`config.mk`:
```
export PLATFORM = sky130hd
export DESIGN_NAME = mul_fp_pipe
export DESIGN_NICKNAME = d
export VERILOG_FILES = /design/src/rtl/mul_fp_pipe.sv
export SDC_FILE = /design/constraint.sdc
export NUM_CORES = 1
export LEC_CHECK = 0
export ABC_AREA = 0
export CAP_MARGIN = 10
export CORE_MARGIN = 5
export CORE_UTILIZATION = 55
export DETAILED_ROUTE_END_ITERATION = 10
export GPL_ROUTABILITY_DRIVEN = 0
export HOLD_SLACK_MARGIN = 0.08
export PLACE_DENSITY = 0.79
export RECOVER_POWER = 100
export SYNTH_ARGS = -nofsm -noshare
export SYNTH_HDL_FRONTEND = slang
export SYNTH_SLANG_ARGS = --single-unit
```
`constraint.sdc`:
```
create_clock -name clk -period 5.28 [get_ports clk]
set_clock_uncertainty 0.05 [all_clocks]
set_input_delay 1.056 -clock clk [delete_from_list [all_inputs] [get_ports clk]]
set_output_delay 1.056 -clock clk [all_outputs]
set_load 0.01 [all_outputs]
```
`src/rtl/mul_fp_pipe.sv`:
```
// Pipelined floating-point multiplier with a configurable exponent/mantissa split.
// Stages: operand capture, classify, significand product, normalise/round/pack.
module mul_fp_pipe #(
    parameter int unsigned EXP_W = 5,
    parameter int unsigned MAN_W = 10
) (
    input  logic                   clk,
    input  logic                   nRST,
    input  logic                   in_valid,
    output logic                   in_ready,
    input  logic [EXP_W+MAN_W:0]   a,
    input  logic [EXP_W+MAN_W:0]   b,
    output logic                   out_valid,
    input  logic                   out_ready,
    output logic [EXP_W+MAN_W:0]   result,
    output logic [3:0]             flags
);

    localparam int unsigned W    = 1 + EXP_W + MAN_W;
    localparam int unsigned BIAS = 2**(EXP_W-1) - 1;
    localparam int unsigned PW   = 2*MAN_W + 2;
    localparam int unsigned XW   = EXP_W + 2;
    localparam logic [W-1:0] QNAN = {1'b0, {EXP_W{1'b1}}, 1'b1, {(MAN_W-1){1'b0}}};
    localparam logic signed [XW-1:0] EXP_MAX = XW'((2**EXP_W) - 1);

    logic advance;
    assign advance  = out_ready | ~out_valid;
    assign in_ready = advance;

    // Operand capture
    logic         v0_q;
    logic [W-1:0] a_q, b_q;

    always_ff @(posedge clk or negedge nRST) begin
        if (!nRST) begin
            v0_q <= 1'b0;
            a_q  <= '0;
            b_q  <= '0;
        end else if (advance) begin
            v0_q <= in_valid;
            a_q  <= a;
            b_q  <= b;
        end
    end

    // Classification; subnormals fold into zero
    logic             sa, sb;
    logic [EXP_W-1:0] ea, eb;
    logic [MAN_W-1:0] ma, mb;
    logic             a_zero, b_zero, a_inf, b_inf, a_nan, b_nan, a_snan, b_snan;
    logic             spec_d, inv_d;
    logic [W-1:0]     spec_res_d;

    assign {sa, ea, ma} = a_q;
    assign {sb, eb, mb} = b_q;
    assign a_zero = (ea == '0);
    assign b_zero = (eb == '0);
    assign a_inf  = (&ea) & (ma == '0);
    assign b_inf  = (&eb) & (mb == '0);
    assign a_nan  = (&ea) & (|ma);
    assign b_nan  = (&eb) & (|mb);
    assign a_snan = a_nan & ~ma[MAN_W-1];
    assign b_snan = b_nan & ~mb[MAN_W-1];

    always_comb begin
        spec_d     = 1'b1;
        inv_d      = 1'b0;
        spec_res_d = QNAN;
        if (a_nan | b_nan) begin
            inv_d = a_snan | b_snan;
        end else if ((a_inf & b_zero) | (b_inf & a_zero)) begin
            inv_d = 1'b1;
        end else if (a_inf | b_inf) begin
            spec_res_d = {sa ^ sb, {EXP_W{1'b1}}, {MAN_W{1'b0}}};
        end else if (a_zero | b_zero) begin
            spec_res_d = {sa ^ sb, {(W-1){1'b0}}};
        end else begin
            spec_d = 1'b0;
        end
    end

    logic             v1_q, spec1_q, inv1_q, sign1_q;
    logic [W-1:0]     res1_q;
    logic [EXP_W-1:0] ea1_q, eb1_q;
    logic [MAN_W-1:0] ma1_q, mb1_q;

    always_ff @(posedge clk or negedge nRST) begin
        if (!nRST) begin
            v1_q    <= 1'b0;
            spec1_q <= 1'b0;
            inv1_q  <= 1'b0;
            sign1_q <= 1'b0;
            res1_q  <= '0;
            ea1_q   <= '0;
            eb1_q   <= '0;
            ma1_q   <= '0;
            mb1_q   <= '0;
        end else if (advance) begin
            v1_q    <= v0_q;
            spec1_q <= spec_d;
            inv1_q  <= inv_d;
            sign1_q <= sa ^ sb;
            res1_q  <= spec_res_d;
            ea1_q   <= ea;
            eb1_q   <= eb;
            ma1_q   <= ma;
            mb1_q   <= mb;
        end
    end

    // Significand product and biased exponent sum
    logic                 v2_q, spec2_q, inv2_q, sign2_q;
    logic [W-1:0]         res2_q;
    logic [PW-1:0]        prod2_q;
    logic signed [XW-1:0] exp2_q;
    logic signed [XW-1:0] exp_sum;

    assign exp_sum = signed'({2'b00, ea1_q}) + signed'({2'b00, eb1_q}) - signed'(XW'(BIAS));

    always_ff @(posedge clk or negedge nRST) begin
        if (!nRST) begin
            v2_q    <= 1'b0;
            spec2_q <= 1'b0;
            inv2_q  <= 1'b0;
            sign2_q <= 1'b0;
            res2_q  <= '0;
            prod2_q <= '0;
            exp2_q  <= '0;
        end else if (advance) begin
            v2_q    <= v1_q;
            spec2_q <= spec1_q;
            inv2_q  <= inv1_q;
            sign2_q <= sign1_q;
            res2_q  <= res1_q;
            prod2_q <= PW'({1'b1, ma1_q}) * PW'({1'b1, mb1_q});
            exp2_q  <= exp_sum;
        end
    end

    // Normalise so the hidden bit is dropped and the mantissa sits at the top of norm
    logic [PW-2:0]        norm;
    logic signed [XW-1:0] exp_n, exp_f;
    logic [MAN_W-1:0]     mant;
    logic [MAN_W:0]       mant_r;
    logic                 guard, rnd, sticky, rnd_up, inexact, ovf, udf;
    logic [W-1:0]         res_d;
    logic [3:0]           flags_d;

    always_comb begin
        norm    = prod2_q[PW-1] ? prod2_q[PW-2:0] : {prod2_q[PW-3:0], 1'b0};
        exp_n   = exp2_q + {{(XW-1){1'b0}}, prod2_q[PW-1]};
        mant    = norm[PW-2 -: MAN_W];
        guard   = norm[MAN_W];
        rnd     = norm[MAN_W-1];
        sticky  = |norm[MAN_W-2:0];
        inexact = guard | rnd | sticky;
        rnd_up  = guard & (rnd | sticky | mant[0]);
        mant_r  = {1'b0, mant} + {{MAN_W{1'b0}}, rnd_up};
        // Rounding carry leaves mant_r[MAN_W-1:0] all-zero, so only the exponent moves
        exp_f   = exp_n + {{(XW-1){1'b0}}, mant_r[MAN_W]};
        ovf     = (exp_f >= EXP_MAX);
        udf     = exp_f[XW-1] | (exp_f == '0);
        res_d   = {sign2_q, exp_f[EXP_W-1:0], mant_r[MAN_W-1:0]};
        flags_d = {3'b000, inexact};
        if (spec2_q) begin
            res_d   = res2_q;
            flags_d = {inv2_q, 3'b000};
        end else if (ovf) begin
            res_d   = {sign2_q, {EXP_W{1'b1}}, {MAN_W{1'b0}}};
            flags_d = 4'b0101;
        end else if (udf) begin
            res_d   = {sign2_q, {(W-1){1'b0}}};
            flags_d = 4'b0011;
        end
    end

    always_ff @(posedge clk or negedge nRST) begin
        if (!nRST) begin
            out_valid <= 1'b0;
            result    <= '0;
            flags     <= '0;
        end else if (advance) begin
            out_valid <= v2_q;
            result    <= res_d;
            flags     <= flags_d;
        end
    end

endmodule

```
Yosys cells after proc, flatten, opt, wreduce, memory -nomap -nowiden
Index checks and enable logic that the tools add are counted.
Storage, ports and cells
  flip-flop bits (word level): 153
  logic and storage cells: 80
  bits of input ports: 36
Operators by class
  $lt $le $gt $ge: 1
  bitwise gates (word level): 24
  $mul: 1
  reduce and logical (&&, ||, !) cells: 10
  multiplexer cells: 17
  add/subtract/negate cells: 5
Operators with widths (number)
  two-way mux 16 bit: 5
  two-way mux 15 bit: 2
  multiplier 11 x 11 -> 22 bit: 1
  two-way mux 21 bit: 1
  logical NOT 10 bit: 2
  OR reduction 10 bit: 2
  adder 7 x 1 -> 7 bit: 2
  adder 10 x 1 -> 11 bit: 1
  bitwise OR 1 bit: 11
  logical NOT 5 bit: 2
  AND reduction 5 bit: 2
  bitwise AND 1 bit: 9
  OR reduction 9 bit: 1
  >= comparator 7 x 6 -> 1 bit (second input constant): 1
  logical NOT 7 bit: 1
  subtractor 6 x 4 -> 7 bit (second input constant): 1
  adder 5 x 5 -> 6 bit: 1
  two-way mux 1 bit: 6
  two-way mux 4 bit: 1
  two-way mux 3 bit: 1
  NOT 1 bit: 3
  two-way mux 2 bit: 1
  XOR 1 bit: 1

Logic depth before layout (Yosys ltp)
Gate-level depths: netlist of run 1.
  word-level depth: 12
  depth in mapped cells: 19
  depth with buffers taken out: 18

Least setup slack after synthesis of run 1
No wires, ideal clock.
  path kind: register -> register
  start point: reg mb1_q[9]
  end point: reg prod2_q[18]
  cell stages (with the launch flop): 19
  data required time: 5.098 ns
  path buffers: 1
  slack: 0.319 ns
  clock period less this slack: 4.961 ns
  data arrival time: 4.779 ns
  library setup time: 0.132 ns
  cells stage by stage: dfrtp_1 -> clkbuf_1 -> and2_1 -> fa_1 -> inv_1 -> fa_1 -> inv_1 -> fa_1 -> fa_1 -> inv_1 -> fa_1 -> inv_1 -> ha_1 -> nand2_1 -> a21oi_1 -> a21oi_1 -> o41ai_1 -> xnor2_1 -> o21ai_1
Between the ends
  cells in the longest elaborated chain, start to end: 1
RTL lines
  start: declaration: RTL line 85  | logic [MAN_W-1:0] ma1_q, mb1_q;
  start signal: assignment: RTL line 107  | mb1_q <= mb;
  multiplier 11 x 11 -> 22 bit: RTL line 135  | prod2_q <= PW'({1'b1, ma1_q}) * PW'({1'b1, mb1_q});
  end signal: assignment: RTL line 135
  end: declaration: RTL line 114  | logic [PW-1:0] prod2_q;
Every way passes these cells.
A chain may end at the register's enable or synchronous reset.

Worst setup path in the final report of run 1
  start point: reg ma1_q[1]
  end point: reg prod2_q[18]
Between the ends
  cells in the longest elaborated chain, start to end: 1
RTL lines
  start: declaration: RTL line 85
  start signal: assignment: RTL line 106  | ma1_q <= ma;
  multiplier 11 x 11 -> 22 bit: RTL line 135
Every way passes these cells.

==> results.cfg, run 1 <==
[floorplan]
start_util_pct = 56.0
die_h_um = 142
coreArea_mm2 = 0.0172
rows = 48
die_w_um = 142
dieArea_mm2 = 0.0203
ioPinCount = 58

[yosys]
syn-cell-area_mm2 = 0.00966
synthCells = 1093
ys_ff_latch = 127
synth_flop_cell = dfrtp_1
synth_top_area_share_pct = 32.9
yosys_warnings = 0
yosysTopAreaCell = dfrtp_1
synthArstFlopShare_pct = 100
synth_area_leaders = dfrtp_1 (33%), fa_1 (17%), nand2_1 (12%), ha_1 (9.1%), inv_1 (4.9%)
synth-edff-count = 0
syn_nets = 1281
avgSynthCellArea_um2 = 8.83
synth_cell_types = 55
yosysSeqAreaShare_pct = 32.9

[placement]
hpwlAfterDp_um = 15200
postPlaceCellArea_mm2 = 0.0104
place_ws_ns = 0.126
io_buffers = 57

[clock_network]
clock_latency_ns = 0.42
cts_buffer_depth = 2
path_clk_slew_ns = 0.06
hold_buffers = 0
cts_root_buf = clkbuf_16
cts_max_level = 4
cts_setup_buffers = 0
cts-resized-gates = 0
cts.sinks = 127
cts_made_buffers = 17
cts_tree = yes

[sta]
max-slew-margin-rel_pct = -21.4
period_needed_ns = 5.15
setup_viol = 0
post-route-period-util_pct = 97.6
fmax_mhz = 194
drv_slew = 235
tightest_slew_ns = 1.82
worst_slack_ns = 0.128
hold_violations = 0
rsz0062_at_grt = yes

[layout]
final_layout_size_suffix_gt1_share_pct = 5.98
n_fill_cell = 1366
antennaDiodeCount = 0
nets = 1314
multi_input_comb_area_mm2 = 0.00579
final_area_mm2 = 0.0110
seq_area_mm2 = 0.00319
syn_to_final_growth_pct = 13.7

[global_routing]
grt_max_degree = 108
grt_pass1_wl_um = 35300
track_usage_pct = 21.6
gr-total-overflow = 0
antenna_found_initial = 0
grt_pass1_vias = 7322

[route]
routedWlPerCell_um = 15.3
route.detailed.drc = 0
detail_route.wirelength_um = 20800
ant_nets = 0
drt-initial-drc-count = 588
via_count = 7373
viasPerCell = 5.41
first_pass_iters = 5

[worst_setup_path]
r2r_cells = 17
cp_common_cell = fa_1
end_kind = register
crit_chain = and2_1 > fa_1 > inv_1 > fa_1 > inv_1 > fa_1 > fa_1 > inv_1 > fa_1 > inv_1 > ha_1 > nand2_1 > a21oi_1 > a21oi_1 > o41ai_2 > xnor2_1 > o21ai_1
worst_ep_arrival_time_ns = 5.37
startpoint_type = register
crit_required_ns = 5.49
crit_path_max_incr_delay_ns = 0.55
worstPathMaxFanout = 9
critical_path_class = reg2reg
cp_slowest_cell = fa_1

[job]
drv_cap = 4

[min_path]
hold_class = reg2reg
whs_path_depth = 2

[run_status]
status = complete, but fails checks
violations = capacitance limit, slew limit
per-layer routing:
layer  vias to the layer above  GRT usage (%)  part of all wire (%)
met5                         -              0                     0
met4                         0           7.25                   2.1
met3                        41           4.07                   5.3
met2                       217           34.4                    48
met1                      3542           29.9                    44
li1                       3573              -                     -
cells in the final DEF, fill, tap and decap left out, types with 25 or more instances in the layout:
cell             count
a21oi_1             37
and2_1              42
clkdlybuf4s50_1     33
dfrtp_1            117
fa_1                82
ha_1                70
inv_1              127
nand2_1            298
nor2_1              41
o21ai_0             25
Yosys cell counts, types with 5 or more instances:
cell / n
and3_1: 5
dfrtp_1: 127
fa_1: 82
nor2_1: 41
ha_1: 70
nand3_1: 15
o21ai_1: 28
o31ai_1: 5
a22o_1: 10
o21ai_0: 9
and2_1: 44
xor2_1: 15
nor3_1: 17
o211ai_1: 9
buf_2: 5
a31oi_1: 6
mux2i_1: 9
inv_1: 127
a21oi_1: 39
nand2_1: 298
a221o_1: 5
xnor2_1: 20
clkbuf_1: 40
buf_1: 9
final cells by class:
type / instances / share of cell area (%)
multi-input combinational: 781 / 52.7
sequential: 127 / 29.1
timing repair buffer: 71 / 5.98
inverter: 128 / 4.40
clock buffer: 19 / 4.13
tap: 225 / 2.56
clock inverter: 12 / 1.12
flip-flops by register name, indices dropped and copies added (netlist names), 3 cells and up:
name and flops:
res2_q 3, result 16, b_q 16, res1_q 3
a_q 16, prod2_q 22, eb1_q 5, exp2_q 7
ma1_q 10, mb1_q 10, flags 4, ea1_q 5
cells by family after synthesis:
family                     share of synthesized area (%)
buffers and inverters                               7.45
adders and majority gates                           26.1
and+or+nand+nor                                     19.9
muxes                                               1.52
AOI/OAI and AO/OA                                   8.94
xor gates and xnor gates                            3.17
DFF                                                 32.9
metrics by stage:
step | TNS [ns] | util (%) | cells | hold slack (ns)
2_1_floorplan | 0 | - | 1093 | 0.380
3_3_place_gp | 0 | 60.2 | 1332 | 0.390
3_5_place_dp | 0 | 60.2 | 1332 | 0.397
4_1_cts | 0 | 63.6 | 1363 | 0.411
5_1_grt | -0.167 | 63.7 | 1363 | 0.430
6_report | 0 | 63.7 | 1363 | 0.409
worst paths after layout:
| kind | startpoint | end | slack, ns |
|---|---|---|---|
| worst max-delay path | ma1_q[1]$_DFFE_PN0P_ | prod2_q[18]$_DFFE_PN0P_ | 0.13 |
| worst min-delay path | v2_q$_DFFE_PN0P_ | v2_q$_DFFE_PN0P_ | 0.41 |
| worst max register to register | ma1_q[1]$_DFFE_PN0P_ | prod2_q[18]$_DFFE_PN0P_ | 0.13 |
| worst min register to register | v2_q$_DFFE_PN0P_ | v2_q$_DFFE_PN0P_ | 0.41 |
| max in group asynchronous | nRST | prod2_q[7]$_DFFE_PN0P_ | 1.97 |
| min in group asynchronous | nRST | prod2_q[21]$_DFFE_PN0P_ | 1.05 |
critical path, delay by kind of cell (launching register included):
kind                     cells  cell delay [ns]
AND/OR/NAND/NOR              2             0.28
AO/OA/AOI/OAI                4             0.84
flip-flops                   1             0.45
buffers and inverters        4             0.22
XOR/XNOR                     1             0.16
adder cells (fa/ha/maj)      6             3.01
Power of run 1 is not shown: default switching activity piles up to over one toggle a cycle in this logic, so the estimate is an artifact.
==> inputs of run 2 (changes only) <==
CORE_UTILIZATION = 25   (was 55)
PLACE_DENSITY = 0.43   (was 0.79)
==> run 2 against run 1 <==
Compared with the run above: the run still ends with capacitance limit, slew limit left; sequential cell count unchanged; register-to-register slack better by 0.15 ns; die area up 110%; cell area up 4.5%; clock-buffer cell count up 2; first-iteration DRC count down 40%; wire length up 12%; via count down 4.1%; core utilization down 34 points; highest routed layer unchanged.
==> results.cfg, run 2 (same netlist as run 1, synthesis figures left out) <==
[placement]
place_ws_ns = 0.126
io_buffers = 57
hpwlAfterDp_um = 17900

[worst_setup_path]
worst_ep_arrival_time_ns = 5.25
end_kind = register
critical_path_class = reg2reg
rrSetupSlack_ns = 0.28
crit_required_ns = 5.52
critPathLaunch = mb1_q[2]$_DFFE_PN0P_
crit_path_max_incr_delay_ns = 0.54
startpoint_type = register
cp_slowest_cell = fa_1
cp_common_cell = fa_1
crit_chain = inv_1 > nor2_1 > fa_1 > ha_1 > fa_1 > inv_1 > fa_1 > fa_1 > inv_1 > ha_1 > o211ai_1 > o211ai_1 > a21oi_1 > o41ai_1 > xnor2_1 > o21ai_1
r2r_start = mb1_q[2]$_DFFE_PN0P_
worstPathMaxFanout = 9

[sta]
tightest_slew_ns = 2.46
setup_viol = 0
drv_slew = 211
final.setup.tns_ns = 0
fmax_mhz = 200
whs_ns = 0.411
post-route-period-util_pct = 94.8
period_needed_ns = 5.00
rsz0062_at_grt = no
worst_slack_ns = 0.276
max-slew-margin-rel_pct = -64.3
hold_violations = 0

[global_routing]
gr-total-overflow = 0
grt_pass1_vias = 7359
antenna_found_initial = 0
track_usage_pct = 11.5
grt_pass1_wl_um = 38900
grt_max_degree = 96

[route]
ant_nets = 0
route.detailed.drc = 0
viasPerCell = 4.25
via_count = 7073
first_pass_iters = 4
drt-initial-drc-count = 353
detail_route.wirelength_um = 23400
routedWlPerCell_um = 14.1

[layout]
multi_input_comb_area_mm2 = 0.00576
seq_area_mm2 = 0.00319
final_cell_mix = nand2_1 (298), inv_1 (127), dfrtp_1 (118)
n_fill_cell = 4147
antennaDiodeCount = 0
syn_to_final_growth_pct = 18.8
nets = 1321
largest_register_ffs = 22
final_util_pct = 29.8
final_layout_size_suffix_gt1_share_pct = 6.29
layout_commonest_cell = nand2_1
max_flop_register = prod2_q

[floorplan]
start_util_pct = 25.1
coreArea_mm2 = 0.0385
die_w_um = 207
dieArea_mm2 = 0.0427
ioPinCount = 58
rows = 72
die_h_um = 207

[run_status]
status = complete, but fails checks
violations = capacitance limit, slew limit

[clock_network]
cts_max_level = 4
clock_latency_ns = 0.44
cts_tree = yes
cts.sinks = 127
cts_made_buffers = 17
cts_root_buf = clkbuf_16
cts_buffer_depth = 2
hold_buffers = 0
path_clk_slew_ns = 0.06

[job]
drv_cap = 3

[min_path]
hold_class = reg2reg
min_from = sign2_q$_DFFE_PN0P_
==> run 2: layout make-up <==
cell class,count,area share [%]
Multi-Input combinational cell,781,50.2
Sequential cell,127,27.8
Timing Repair Buffer,78,6.21
Tap cell,518,5.65
Inverter,128,4.20
Clock buffer,21,4.10
Clock inverter,10,1.81
==> run 2: what timing repair did <==
item / in CTS / in global routing
setup buffers: 0 / 2
gates resized for setup: 0 / 15
setup endpoints to repair: 0 / 9
==> run 2: worst max-delay path, delay by kind of cell (launching register included) <==
family                     cells  cell delay [ns]
buffers and inverters          3             0.24
DFF                            1             0.48
adders and majority gates      6             2.59
AOI/OAI and AO/OA              5             1.07
and+or+nand+nor                1             0.28
xor gates and xnor gates       1             0.17
==> run 2: worst paths after layout <==
path / to / cells past startpoint
max: prod2_q[18]$_DFFE_PN0P_ / 16
min: sign2_q$_DFFE_PN0P_ / 2
max reg2reg: prod2_q[18]$_DFFE_PN0P_ / 16
min reg2reg: sign2_q$_DFFE_PN0P_ / 2
max in group asynchronous: mb1_q[4]$_DFFE_PN0P_ / 2
min in group asynchronous: b_q[3]$_DFFE_PN0P_ / 1
==> run 2: routing by layer <==
metal | global-route usage [%] | routed length [µm] | vias up
met5 | 0 | 0 | -
met4 | 2.88 | 248 | 0
met3 | 2.09 | 597 | 14
met2 | 18.5 | 11100 | 83
met1 | 16.0 | 11500 | 3429
li1 | - | - | 3547
==> run 2: metrics by stage <==
step | cells | cell area [µm²]
2_1_floorplan | 1093 | 9660
3_3_place_gp | 1630 | 10800
3_5_place_dp | 1630 | 10800
4_1_cts | 1661 | 11500
5_1_grt | 1663 | 11500
6_report | 1663 | 11500
Power of run 2 is left out for the same reason.
==> inputs of run 3 (changes only) <==
PLACE_DENSITY = 0.41   (was 0.43)
SKIP_LAST_GASP = 1   (was unset)
SLEW_MARGIN = 5   (was unset)
clock period = 5.51 ns   (was 5.28 ns; I/O delays follow)
==> run 3 against run 2 <==
Compared with the run above: the run still ends with capacitance limit, slew limit left; via count up 0.51%; global-route usage up 0.17 points; worst hold slack worse by 0.0018 ns; sequential share of layout area up 0.33 points; wire length up 1.2%; worst setup slack better by 0.064 ns; critical path depth up 1; first-iteration DRC count down 22%; core utilization down 0.42 points; non-clock buffer count down 11; cell count down 0.60%.
==> results.cfg, run 3 (same netlist as run 1, synthesis figures left out) <==
[run_status]
status = complete, but fails checks
violations = capacitance limit, slew limit

[worst_setup_path]
critical_path_class = reg2reg
path_delay_family = adder cells
r2r_end = prod2_q[15]$_DFFE_PN0P_
rrSetupSlack_ns = 0.34
end_kind = register
cp_common_cell = fa_1
r2r_cells = 17
crit_path_max_incr_delay_ns = 0.54
cp_slowest_cell = fa_1
worstPathMaxFanout = 12
r2r_start = mb1_q[8]$_DFFE_PN0P_
crit_required_ns = 5.79
crit_chain = and2_0 > fa_1 > inv_1 > fa_1 > inv_1 > fa_1 > fa_1 > inv_1 > fa_1 > inv_1 > ha_1 > a21oi_1 > nand2_1 > o21ai_1 > a31oi_1 > o21a_1 > o31ai_1
worst_ep_arrival_time_ns = 5.45
cp.depth = 17
critPathBufInv = 4
startpoint_type = register

[layout]
nets = 1310
final_util_pct = 29.4
final_layout_size_suffix_gt1_share_pct = 4.76
largest_register_ffs = 22
syn_to_final_growth_pct = 17.1
layout_commonest_cell = nand2_1
seq_area_mm2 = 0.00318
multi_input_comb_area_mm2 = 0.00575
antennaDiodeCount = 0
n_fill_cell = 4175
max_flop_register = prod2_q
final_cell_mix = nand2_1 (298), inv_1 (127), dfrtp_1 (124)

[sta]
drv_slew = 145
hold_violations = 0
worst_slack_ns = 0.340
setup_viol = 0
tightest_slew_ns = 2.38
post-route-period-util_pct = 93.8
period_needed_ns = 5.17
max-slew-margin-rel_pct = -58.4
fmax_mhz = 193

[placement]
io_buffers = 57
place_ws_ns = 0.275
hpwlAfterDp_um = 18200

[route]
detail_route.wirelength_um = 23600
drt-initial-drc-count = 274
viasPerCell = 4.30
first_pass_iters = 4
ant_nets = 0
routedWlPerCell_um = 14.3
via_count = 7109
route.detailed.drc = 0

[floorplan]
start_util_pct = 25.1
coreArea_mm2 = 0.0385
die_w_um = 207
ioPinCount = 58
dieArea_mm2 = 0.0427
die_h_um = 207
rows = 72

[clock_network]
cts_buffer_depth = 2
cts_tree = yes
clock_latency_ns = 0.42
cts_max_level = 4
cts.sinks = 127
path_clk_slew_ns = 0.06
cts_made_buffers = 17
cts_root_buf = clkbuf_16

[job]
drv_cap = 2

[global_routing]
grt_pass1_vias = 7502
track_usage_pct = 11.6
antenna_found_initial = 0
use_met1_pct = 15.8
grtUsageMet2_pct = 19.0
grt_busiest_layer = met2
grt_util_met3_pct = 2.07
gr-total-overflow = 0
grt_max_degree = 92
grt_pass1_wl_um = 39600

[min_path]
min_from = v2_q$_DFFE_PN0P_
whs_path_depth = 2
hold_end = v2_q$_DFFE_PN0P_
hold_class = reg2reg
run 3: layer usage:
| layer | wire length [µm] | part of all wire [%] | vias to the layer above |
|---|---|---|---|
| met2 | 11400 | 48 | 73 |
| met1 | 11300 | 48 | 3473 |
| met4 | 445 | 1.9 | 0 |
| met5 | 0 | 0 | - |
| met3 | 512 | 2.2 | 28 |
| li1 | - | - | 3535 |
run 3: what timing repair did:
item	in CTS	in global routing
gates resized for setup	0	6
buffers inserted	0	0
hold buffers	0	0
endpoints found under the setup margin	0	2
run 3: tightest hold or removal path, cell delays in order, from the launching register on:
cell and delay [ns]:
dfrtp_1 0.34, nand2_1 0.05, nand2_1 0.04
run 3: cell type report:
type / count / share of cell area [%]
Multi-Input combinational cell: 781 / 50.9
Clock inverter: 13 / 1.43
Timing Repair Buffer: 67 / 5.56
Tap cell: 518 / 5.73
Clock buffer: 19 / 4.00
Inverter: 128 / 4.27
Sequential cell: 127 / 28.1
run 3: how the worst max path moves through the flow:
stage | to | slack [ns] | from
after CTS | prod2_q[20]$_DFFE_PN0P_ | 0.24 | ma1_q[6]$_DFFE_PN0P_
final | prod2_q[15]$_DFFE_PN0P_ | 0.34 | mb1_q[8]$_DFFE_PN0P_
after detailed placement | prod2_q[20]$_DFFE_PN0P_ | 0.27 | ma1_q[6]$_DFFE_PN0P_
after floorplan | prod2_q[18]$_DFFE_PN0P_ | 0.55 | mb1_q[9]$_DFFE_PN0P_
after global placement | prod2_q[20]$_DFFE_PN0P_ | 0.24 | ma1_q[6]$_DFFE_PN0P_
after global routing | prod2_q[20]$_DFFE_PN0P_ | -0.03 | mb1_q[3]$_DFFE_PN0P_
run 3: per-stage QoR:
step | hold WS (ns) | setup TNS [ns] | area [µm²] | std cells
6_report | 0.409 | 0 | 11300 | 1653
5_1_grt | 0.442 | -0.0323 | 11300 | 1653
4_1_cts | 0.416 | 0 | 11300 | 1653
3_5_place_dp | 0.402 | 0 | 10700 | 1621
3_3_place_gp | 0.390 | 0 | 10700 | 1621
2_1_floorplan | 0.380 | 0 | 9660 | 1093
Power of run 3 is left out for the same reason.
